[src/rtl/bgpu_ddr3_pkg.sv]
// Shared types for the BGPU-to-DDR3 native interface adapter.
// Widths match one BL8 burst on a 32-bit DDR3 bus at 1:4 clocking.
package bgpu_ddr3_pkg;

    localparam int ADDR_W     = 32;
    localparam int DATA_W     = 256;
    localparam int STRB_W     = DATA_W / 8;
    localparam int DDR_ADDR_W = 28;

    localparam logic [2:0] DDR3_CMD_WR = 3'b000;
    localparam logic [2:0] DDR3_CMD_RD = 3'b001;

    typedef enum logic [2:0] {
        ST_IDLE,
        ST_CMD,
        ST_WDATA,
        ST_RDATA,
        ST_RESP
    } ddr3_state_e;

    typedef struct packed {
        logic              we;
        logic [ADDR_W-1:0] addr;
        logic [DATA_W-1:0] wdata;
        logic [STRB_W-1:0] strb;
    } ddr3_req_t;

    typedef struct packed {
        logic [DATA_W-1:0] rdata;
        logic              err;
    } ddr3_rsp_t;

endpackage

[src/rtl/bgpu_ddr3_native_adapter.sv]
// One-transaction-at-a-time bridge from the SoC request/response stream
// to the Gowin DDR3 controller native port, with a read timeout.
module bgpu_ddr3_native_adapter
    import bgpu_ddr3_pkg::*;
#(
    parameter int AddrWidth    = ADDR_W,
    parameter int DataWidth    = DATA_W,
    parameter int DdrAddrWidth = DDR_ADDR_W,
    parameter int RdTimeout    = 1024
) (
    input  logic                    clk_i,
    input  logic                    rst_i,
    input  logic                    init_done_i,
    input  logic                    req_valid_i,
    output logic                    req_ready_o,
    input  logic                    req_we_i,
    input  logic [AddrWidth-1:0]    req_addr_i,
    input  logic [DataWidth-1:0]    req_wdata_i,
    input  logic [DataWidth/8-1:0]  req_strb_i,
    output logic                    rsp_valid_o,
    input  logic                    rsp_ready_i,
    output logic [DataWidth-1:0]    rsp_rdata_o,
    output logic                    rsp_err_o,
    input  logic                    ctrl_cmd_ready_i,
    output logic                    ctrl_cmd_en_o,
    output logic [2:0]              ctrl_cmd_o,
    output logic [DdrAddrWidth-1:0] ctrl_addr_o,
    input  logic                    ctrl_wr_data_rdy_i,
    output logic                    ctrl_wr_data_en_o,
    output logic [DataWidth-1:0]    ctrl_wr_data_o,
    output logic                    ctrl_wr_data_end_o,
    output logic [DataWidth/8-1:0]  ctrl_wr_data_mask_o,
    input  logic                    ctrl_rd_data_valid_i,
    input  logic                    ctrl_rd_data_end_i,
    input  logic [DataWidth-1:0]    ctrl_rd_data_i,
    output logic                    busy_o
);

    localparam int CntW = $clog2(RdTimeout);

    ddr3_state_e     state;
    ddr3_state_e     state_nxt;
    ddr3_req_t       req_q;
    ddr3_rsp_t       rsp_q;
    logic [CntW-1:0] cnt;
    logic            req_fire;
    logic            rd_timeout;

    assign req_ready_o = init_done_i && !rst_i && (state == ST_IDLE);
    assign req_fire    = req_valid_i && req_ready_o;
    assign rd_timeout  = (cnt == CntW'(RdTimeout - 1));

    always_ff @(posedge clk_i or posedge rst_i) begin
        if (rst_i) begin
            state <= ST_IDLE;
        end else begin
            state <= state_nxt;
        end
    end

    always_comb begin
        state_nxt = state;
        unique case (state)
            ST_IDLE:  if (req_fire) state_nxt = ST_CMD;
            ST_CMD: begin
                if (ctrl_cmd_ready_i) begin
                    state_nxt = req_q.we ? ST_WDATA : ST_RDATA;
                end
            end
            ST_WDATA: if (ctrl_wr_data_rdy_i) state_nxt = ST_RESP;
            ST_RDATA: begin
                if (ctrl_rd_data_valid_i || rd_timeout) begin
                    state_nxt = ST_RESP;
                end
            end
            ST_RESP:  if (rsp_ready_i) state_nxt = ST_IDLE;
            default:  state_nxt = ST_IDLE;
        endcase
    end

    always_ff @(posedge clk_i or posedge rst_i) begin
        if (rst_i) begin
            req_q <= '0;
            rsp_q <= '0;
            cnt   <= '0;
        end else begin
            if (req_fire) begin
                req_q <= '{we: req_we_i, addr: req_addr_i,
                           wdata: req_wdata_i, strb: req_strb_i};
                rsp_q <= '0;
            end
            if (state == ST_CMD) begin
                cnt <= '0;
            end
            // Valid beats the timeout when both land in the same cycle.
            if (state == ST_RDATA) begin
                cnt <= cnt + CntW'(1);
                if (ctrl_rd_data_valid_i) begin
                    rsp_q.rdata <= ctrl_rd_data_i;
                end else if (rd_timeout) begin
                    rsp_q.err <= 1'b1;
                end
            end
        end
    end

    assign busy_o              = (state != ST_IDLE);
    assign ctrl_cmd_en_o       = (state == ST_CMD);
    assign ctrl_cmd_o          = (ctrl_cmd_en_o && !req_q.we) ? DDR3_CMD_RD
                                                              : DDR3_CMD_WR;
    assign ctrl_addr_o         = {req_q.addr[DdrAddrWidth+1:5], 3'b000};
    assign ctrl_wr_data_en_o   = (state == ST_WDATA);
    assign ctrl_wr_data_end_o  = ctrl_wr_data_en_o;
    assign ctrl_wr_data_o      = req_q.wdata;
    assign ctrl_wr_data_mask_o = ctrl_wr_data_en_o ? ~req_q.strb : '0;
    assign rsp_valid_o         = (state == ST_RESP);
    assign rsp_rdata_o         = rsp_q.rdata;
    assign rsp_err_o           = rsp_q.err;

    logic unused_bits;
    assign unused_bits = ^{ctrl_rd_data_end_i,
                           req_q.addr[AddrWidth-1:DdrAddrWidth+2],
                           req_q.addr[4:0]};

endmodule

[config.mk]
export PLATFORM = sky130hd
export DESIGN_NAME = bgpu_ddr3_native_adapter
export DESIGN_NICKNAME = d
export VERILOG_FILES = /design/src/rtl/bgpu_ddr3_pkg.sv /design/src/rtl/bgpu_ddr3_native_adapter.sv
export SDC_FILE = /design/constraint.sdc
export NUM_CORES = 1
export LEC_CHECK = 0
export CORE_AREA = 2 2 456 458
export CTS_CLUSTER_DIAMETER = 60
export DETAILED_ROUTE_END_ITERATION = 16
export DIE_AREA = 0 0 458 460
export GPL_ROUTABILITY_DRIVEN = 0
export PLACE_DENSITY_LB_ADDON = 0.08
export REMOVE_ABC_BUFFERS = 1
export SYNTH_ARGS = -nofsm -noshare
export SYNTH_HDL_FRONTEND = slang
export SYNTH_SLANG_ARGS = --single-unit
[constraint.sdc]
create_clock -name clk_i -period 43 [get_ports clk_i]
set_input_delay 12.9 -clock clk_i [delete_from_list [all_inputs] [get_ports clk_i]]
set_output_delay 12.9 -clock clk_i [all_outputs]
set_load 0.02 [all_outputs]
==> results of run 1 <==
critical path, stage by stage:
cell             delay, ns
clkdlybuf4s50_1       0.49
inv_8                 0.34
and3_1                0.23
clkdlybuf4s50_1       0.60
report_power, final:
group | switching [mW] | total, mW | internal, mW
clock | 0.341 | 0.886 | 0.545
combinational | 0.746 | 1.40 | 0.656
sequential | 0.160 | 0.982 | 0.823
total | 1.25 | 3.27 | 2.02
synth_stat cells (all sizes together) (2+ instances only):
cell type	instances
mux2i	3
o21ai	261
o31ai	4
or3	2
nand2	519
nand4	3
mux2	314
nor2	33
o2bb2ai	2
inv	8
a21oi	7
clkbuf	36
nand2b	4
nor3	2
buf	380
nor3b	4
nand3	2
dfrtp	584
or4	4
routing by layer:
metal  vias up  share of wire [%]  track usage [%]
met3       236                 13             6.95
met1      9303                 36             12.2
met2       867                 48             19.4
met5         -               0.35                0
li1       8719                  -                -
met4        72                2.8             4.33
flip-flops by register name, indices dropped and copies added, names as in the netlist:
name,count
ctrl_addr_o,25
cnt,10
state,3
rsp_rdata_o,256
ctrl_wr_data_o,256
rsp_err_o,1
req_q,33
cells in the final DEF (no fill, tap or decap), types with 5 or more instances in the layout:
master and count:
nand2_1 519, clkbuf_16 111, clkbuf_1 14, clkinvlp_4 11, mux2_1 49, inv_6 7
dfrtp_1 584, mux2_2 265, bufinv_16 6, clkdlybuf4s50_1 1154, o21ai_0 261, inv_1 7
clkinv_2 22, buf_4 17, clkbuf_8 21, nor2_1 33, diode_2 13, clkinv_4 7
conb_1 5, a21oi_1 7, buf_12 5
worst paths after layout:
path                                                      start                               to  slack [ns]  cells after the start
max in group asynchronous                                 rst_i       rsp_rdata_o[111]$_DFF_PP0_       27.55                      5
worst max-delay path                                      rst_i                      req_ready_o       15.47                      4
min in group asynchronous                                 rst_i            req_q[11]$_DFFE_PP0P_       12.58                      2
worst min register to register  ctrl_wr_data_o[163]$_DFFE_PP0P_  ctrl_wr_data_o[163]$_DFFE_PP0P_        0.48                      1
worst max register to register             state[0]$_DFFE_PP0P_      ctrl_addr_o[15]$_DFFE_PP0P_       38.21                      6
worst min-delay path            ctrl_wr_data_o[163]$_DFFE_PP0P_  ctrl_wr_data_o[163]$_DFFE_PP0P_        0.48                      1
area by class of cell:
cell class | count | share of cell area [%]
multi-input combinational | 1183 | 17.9
sequential | 584 | 35.8
timing repair buffer | 1176 | 28.8
antenna | 13 | 0.0796
inverter | 8 | 0.0919
clock inverter | 57 | 1.41
tap | 2704 | 8.28
clock buffer | 146 | 7.64
through the flow:
| stage | worst slack (ns) | power (mW) |
|---|---|---|
| final | 15.47 | 3.27 |
| after detailed placement | 15.40 | 2.43 |
| after floorplan | 3.64 | 1.61 |
| after global routing | 15.36 | 3.47 |
| after global placement | 15.40 | 2.44 |
| after CTS | 15.41 | 3.36 |
cells by family after synthesis:
kind of cell	share of synthesized area (%)
buffers and inverters	12.0
DFF	58.7
and+or+nand+nor	9.18
adders and majority gates	0.0503
AOI/OAI and AO/OA	5.71
other	0.0151
muxes	14.3
==> results_dict.tcl, run 1 <==
set metrics [dict create \
    status "complete, no violations" \
    tightestPinTransition_ns 1.14 \
    finalSetupViolations 0 \
    fin_setup_tns_ns 0 \
    ys_async_sr_fraction_pct 100 \
    die-area_um2 211000 \
    synth_edf_count 0 \
    detail-route-antenna-nets 0 \
    synth_ff_type "dfrtp_1" \
    post_cts_buffers 0 \
    final_nets 3650 \
    clk_latency_ns 0.76 \
    layout.area.seq_um2 14600 \
    timing.final.crit_share_pct 64.0 \
    synthCells 2187 \
    hold_viol 0 \
    multiInputGateArea_um2 7310 \
    syn_to_final_growth_pct 64.1 \
    die_w_um 458 \
    synth_top_area_cell "dfrtp_1" \
    placement.io_buffers 1154 \
    postPlaceCellArea_um2 37100 \
    clkTransAtPathRegs_ns 0.05 \
    drt-total-wl_um 128000 \
    ctsHoldBuffers 0 \
    max_slew_margin_pct 24.1 \
    synthTopCellsByArea "dfrtp_1 59%, mux2_2 12%, buf_4 8.7%" \
    first_iter_violations 663 \
    dpl.hpwl_um 93000 \
    antenna_found_initial 56 \
    endpoint_kind "output pin" \
    ctsHtreeMaxLevel 3 \
    critical_path_class "primary input to output pin" \
    ys_ff_latch 584 \
    drv_slew 0 \
    cts_resized 0 \
    leakagePower_nw 16.0 \
    post-place-cells 5655 \
    rsz0062_at_grt "false" \
    cts_sinks 584 \
    grt_max_degree 155 \
    hp-class "register to register" \
    cts_tree "yes" \
    postLayoutCellArea_um2 40900 \
    drc 0 \
    die_h_um 460 \
    finalNonFillerCells 5871 \
    timing.hold.ws_ns 0.482 \
    core_um2 206000 \
    num_io_pins 1168 \
    clockBufferDepth 3 \
    fmax_mhz 36.3 \
    cp_data_arrival_time_ns 14.63 \
    drt-vias-per-instance 3.27 \
    yosysSeqAreaShare_pct 58.7 \
    syn_area_um2 24900 \
    fin_crit_ns 27.53 \
    ir_worst_vdd_v 0.0000334 \
    clock_skew_ns 0.0375 \
    post_drt_wl_per_cell_um 21.8 \
    cap_viol_max_count 0 \
    cp_max_fo 40 \
    vias 19197 \
    drive_gt1_share_pct 15.3 \
    grt_pass1_vias 20973 \
    yosys_warnings 0 \
    synth_top_area_share_pct 58.7 \
    power.density_nw_per_um2 80.1 \
    grt_usage_pct 11.8 \
    rows 167 \
    worst_setup_path_start_kind "primary input" \
    cts_buffers 110 \
    avgSynthCellArea_um2 11.4 \
    cp.required_ns 30.10 \
    nFillCells 22552 \
    cts_root_buffer "clkbuf_16" \
    finalCoreUtilization_pct 19.8 \
    synth_cell_type_count 39 \
    grt_pass1_wl_um 175000 \
    grt_overflow_total 0 \
    start_util_pct 12.1 \
    drt-pass1-iter-count 4 \
]
(Power assumes the default switching activity.)
==> inputs of run 2 (changes only) <==
==> constraint.sdc (replaced) <==
create_clock -name clk_i -period 25.8 [get_ports clk_i]
set_input_delay 7.74 -clock clk_i [delete_from_list [all_inputs] [get_ports clk_i]]
set_output_delay 7.74 -clock clk_i [all_outputs]
set_load 0.02 [all_outputs]
==> results_dict.tcl, run 2 (synthesis results as in run 1) <==
set metrics [dict create \
    status "complete, no violations" \
    cap_viol_max_count 0 \
    die_h_um 460 \
    num_io_pins 1168 \
    r2r_end "ctrl_addr_o[15]$_DFFE_PP0P_" \
    finalCoreUtilization_pct 20.0 \
    final_common_cell "clkdlybuf4s50_1" \
    die_w_um 458 \
    start_util_pct 12.1 \
    hold_end "ctrl_wr_data_o[182]$_DFFE_PP0P_" \
    clk_latency_ns 0.76 \
    dpl.hpwl_um 94900 \
    cts_buffers 111 \
    vias 19194 \
    post_cts_buffers 0 \
    cp_data_arrival_time_ns 9.25 \
    clkTransAtPathRegs_ns 0.05 \
    drt-vias-per-instance 3.26 \
    cp.required_ns 18.06 \
    syn_to_final_growth_pct 65.2 \
    drt-pass1-iter-count 4 \
    cts_resized 0 \
    clock_skew_ns 0.0522 \
    cp_max_fo 20 \
    leakagePower_nw 16.1 \
    cts_tree "yes" \
    ir_worst_vdd_v 0.0000648 \
    rows 167 \
    final_nets 3659 \
    cp_slowest_cell "clkdlybuf4s50_1" \
    grt_overflow_total 0 \
    clockBufferDepth 3 \
    worstHoldStart "ctrl_wr_data_o[182]$_DFFE_PP0P_" \
    post_drt_wl_per_cell_um 21.8 \
    tightestPinTransition_ns 0.899 \
    placement.io_buffers 1154 \
    ctsHoldBuffers 0 \
    cts_root_buffer "clkbuf_16" \
    reg2reg_from "state[0]$_DFFE_PP0P_" \
    grt_pass1_wl_um 176000 \
    detail-route-antenna-nets 0 \
    timing.hold.ws_ns 0.483 \
    drt-total-wl_um 128000 \
    cp_slowest_stage_delay_ns 0.60 \
    antenna_found_initial 53 \
    hold_viol 0 \
    fmax_mhz 58.8 \
    drc 0 \
    grt_max_degree 128 \
    layout_common_cells "1154 x clkdlybuf4s50_1, 584 x dfrtp_1, 519 x nand2_1, 265 x mux2_2, 261 x o21ai_0" \
    hold_depth 1 \
    first_iter_violations 794 \
    grt_usage_pct 11.8 \
    grt_pass1_vias 20981 \
    die-area_um2 211000 \
    rrSetupSlack_ns 21.10 \
    rsz0062_at_grt "false" \
    ctsHtreeMaxLevel 3 \
    cts_sinks 584 \
    drive_gt1_share_pct 15.3 \
    timing.final.crit_share_pct 65.9 \
    power_mw 5.54 \
    drv_slew 0 \
    max_slew_margin_pct 40.0 \
    hp-class "register to register" \
    power.density_nw_per_um2 135 \
    finalSetupViolations 0 \
    reg2regPathDepth 7 \
    crit_top_cell "clkdlybuf4s50_1" \
    path_cells "clkdlybuf4s50_1, inv_8, and3_1, clkdlybuf4s50_1" \
    endpoint_kind "output pin" \
    core_um2 206000 \
    fin_crit_ns 16.99 \
    critical_path_class "primary input to output pin" \
    worst_setup_path_start_kind "primary input" \
]
run 2: where the power goes:
part	internal, mW	switching [mW]	leakage (nW)
registers	1.37	0.269	7.43
clock network	0.979	0.575	1.88
logic	1.09	1.25	6.81
run 2: cell type report:
class	count	area, um^2
clock inverters	56	856
multi-input cells	1183	7310
flip-flops and latches	584	14600
fillers	22555	165000
well taps	2704	3380
clock buffers	148	3070
repair buffers	1184	11800
diodes	15	37.5
inverters	8	37.5
run 2: per-stage QoR:
step	worst slack [ns]	setup TNS, ns	instances	cell area (um^2)
5_1_grt	8.73	0	5873	41100
3_3_place_gp	8.74	0	5663	37100
4_1_cts	8.75	0	5867	41100
6_report	8.81	0	5882	41100
2_1_floorplan	-7.56	-4281.36	1775	21900
3_5_place_dp	8.75	0	5663	37100
run 2: worst max-delay path by stage:
stage	slack [ns]	from	end	depth (start not counted)
floorplan	-7.56	rst_i	ctrl_addr_o[10]$_DFFE_PP0P_	3
global placement	8.74	rst_i	req_ready_o	4
detailed placement	8.75	rst_i	req_ready_o	4
CTS	8.75	rst_i	req_ready_o	4
global route	8.73	rst_i	req_ready_o	4
finish	8.81	rst_i	req_ready_o	4
run 2: critical path, delay by kind of cell:
kind,cells,cell delay [ns]
buffers and inverters,3,1.29
AND/OR/NAND/NOR,1,0.19
run 2: layer usage:
metal  global-route usage [%]  vias up  share of wire, %
met4                     3.60       64               2.7
met2                     19.5      835                48
met3                     6.69      222                12
met5                        0        -              0.31
met1                     12.9     9335                38
li1                         -     8738                 -
==> inputs of run 3 (changes only) <==
--- a/config.mk
+++ b/config.mk
@@ -5,10 +5,10 @@
 export SDC_FILE = /design/constraint.sdc
 export NUM_CORES = 1
 export LEC_CHECK = 0
-export CORE_AREA = 2 2 456 458
+export CORE_AREA = 2 2 452 454
 export CTS_CLUSTER_DIAMETER = 60
 export DETAILED_ROUTE_END_ITERATION = 16
-export DIE_AREA = 0 0 458 460
+export DIE_AREA = 0 0 454 456
 export GPL_ROUTABILITY_DRIVEN = 0
 export PLACE_DENSITY_LB_ADDON = 0.08
 export REMOVE_ABC_BUFFERS = 1
==> constraint.sdc (replaced) <==
create_clock -name clk_i -period 14.6 [get_ports clk_i]
set_input_delay 4.38 -clock clk_i [delete_from_list [all_inputs] [get_ports clk_i]]
set_output_delay 4.38 -clock clk_i [all_outputs]
set_load 0.02 [all_outputs]
==> results_dict.tcl, run 3 (synthesis results as in run 1) <==
set metrics [dict create \
    status "complete, no violations" \
    clockBufferDepth 3 \
    cap_viol_max_count 0 \
    hold_viol 0 \
    endpoint_kind "output pin" \
    cts_root_buffer "clkbuf_16" \
    grt_max_degree 146 \
    cts_buffers 106 \
    drt-total-wl_um 124000 \
    drive_gt1_share_pct 14.8 \
    drv_slew 0 \
    clk_latency_ns 0.73 \
    cts_tree "yes" \
    grt_overflow_total 0 \
    die_w_um 454 \
    max_slew_margin_pct 30.1 \
    cts_sinks 584 \
    ir_worst_vdd_v 0.0000971 \
    final_common_cell "clkdlybuf4s50_1" \
    finalSetupViolations 0 \
    fmax_mhz 94.4 \
    worst_setup_path_start_kind "primary input" \
    cp_num_buf_inv 3 \
    antenna_found_initial 42 \
    critPathCapture "req_ready_o" \
    rows 165 \
    layout_common_cells "1154 x clkdlybuf4s50_1, 584 x dfrtp_1, 519 x nand2_1, 265 x mux2_2, 261 x o21ai_0" \
    cp_data_arrival_time_ns 6.22 \
    timing.hold.ws_ns 0.483 \
    leakagePower_nw 15.9 \
    crit_top_cell "clkdlybuf4s50_1" \
    clock_skew_ns 0.0300 \
    post_drt_wl_per_cell_um 21.3 \
    ctsHtreeMaxLevel 3 \
    start_util_pct 12.3 \
    reg2regPathDepth 5 \
    rrSetupSlack_ns 11.25 \
    cts_resized 0 \
    num_io_pins 1168 \
    cp.required_ns 10.22 \
    cp_slowest_cell "clkdlybuf4s50_1" \
    vias 18966 \
    die_h_um 456 \
    crit_family "buffers and inverters" \
    critical_path_class "primary input to output pin" \
    cp-startpoint "rst_i" \
    final_nets 3645 \
    fin_crit_ns 10.60 \
    rsz0062_at_grt "false" \
    finalCoreUtilization_pct 20.1 \
    grt_usage_pct 11.7 \
    clkTransAtPathRegs_ns 0.05 \
    grt_pass1_vias 20444 \
    reg2reg_from "state[0]$_DFFE_PP0P_" \
    power.density_nw_per_um2 234 \
    dpl.hpwl_um 90000 \
    placement.io_buffers 1154 \
    drc 0 \
    crit_cells 4 \
    die-area_um2 207000 \
    fin_setup_tns_ns 0 \
    ctsHoldBuffers 0 \
    drt-pass1-iter-count 4 \
    tightestPinTransition_ns 1.05 \
    timing.final.crit_share_pct 72.6 \
    path_cells "clkdlybuf4s50_1, inv_8, and3_1, clkdlybuf4s50_1" \
    cp_max_fo 56 \
    cp_slowest_stage_delay_ns 0.60 \
    post_cts_buffers 0 \
    detail-route-antenna-nets 0 \
    hp-class "register to register" \
    syn_to_final_growth_pct 63.3 \
    drt-vias-per-instance 3.25 \
    first_iter_violations 796 \
    r2r_end "ctrl_addr_o[23]$_DFFE_PP0P_" \
    core_um2 202000 \
    grt_pass1_wl_um 171000 \
]
[run 3: cell count changes in the layout (fill, tap and decap cells not counted), sizes merged]
cell and change:
bufinv -8, buf -9, diode -6, clkinv -3, clkbuf +3, inv +1
[run 3: through the flow]
stage               cells  total power [mW]  setup WS [ns]  cell area (um^2)
finish               5828              9.49           4.00             40600
global route         5825              10.1           3.88             40600
CTS                  5819              9.77           3.95             40600
detailed placement   5622              7.13           3.95             37100
global placement     5622              7.16           3.93             37100
floorplan            1775              4.73         -15.40             21900
[run 3: final cells by class]
| cell class | count | area (um^2) |
|---|---|---|
| Multi-Input combinational cell | 1183 | 7310 |
| Antenna cell | 9 | 22.5 |
| Tap cell | 2672 | 3340 |
| Fill cell | 21984 | 161000 |
| Clock inverter | 46 | 455 |
| Timing Repair Buffer | 1175 | 11800 |
| Inverter | 8 | 37.5 |
| Sequential cell | 584 | 14600 |
| Clock buffer | 151 | 3050 |
[run 3: routing by layer]
layer  up-vias  share of wire (%)  global-route usage, %
li1       8706                  -                      -
met1      9296                 36                   12.1
met2       705                 52                   20.8
met3       209                9.5                   5.14
met4        50                2.7                   4.08
met5         -               0.26                      0
[run 3: how the worst min path moves through the flow]
stage / from / endpoint / slack [ns] / cells past startpoint
global placement: ctrl_wr_data_o[142]$_DFFE_PP0P_ / ctrl_wr_data_o[142]$_DFFE_PP0P_ / 0.47 / 1
detailed placement: ctrl_wr_data_o[175]$_DFFE_PP0P_ / ctrl_wr_data_o[175]$_DFFE_PP0P_ / 0.47 / 1
CTS: ctrl_wr_data_o[167]$_DFFE_PP0P_ / ctrl_wr_data_o[167]$_DFFE_PP0P_ / 0.49 / 1
global route: req_q[12]$_DFFE_PP0P_ / req_q[12]$_DFFE_PP0P_ / 0.50 / 1
floorplan: req_q[10]$_DFFE_PP0P_ / req_q[10]$_DFFE_PP0P_ / 0.46 / 1
finish: ctrl_wr_data_o[167]$_DFFE_PP0P_ / ctrl_wr_data_o[167]$_DFFE_PP0P_ / 0.48 / 1
[run 3: report_power, final]
| group | internal (mW) | leakage [nW] | switching (mW) | total [mW] |
|---|---|---|---|---|
| clock | 1.55 | 1.71 | 0.943 | 2.50 |
| sequential | 2.42 | 7.43 | 0.456 | 2.88 |
| combinational | 1.93 | 6.79 | 2.19 | 4.12 |
| total | 5.91 | 15.9 | 3.59 | 9.49 |
[run 3: worst register-to-register path, stage by stage, from the launching register on]
cell and delay, ns:
dfrtp_1 0.53, nor3_2 0.45, and4_4 0.33, buf_12 0.51, buf_12 0.75, mux2_2 0.67
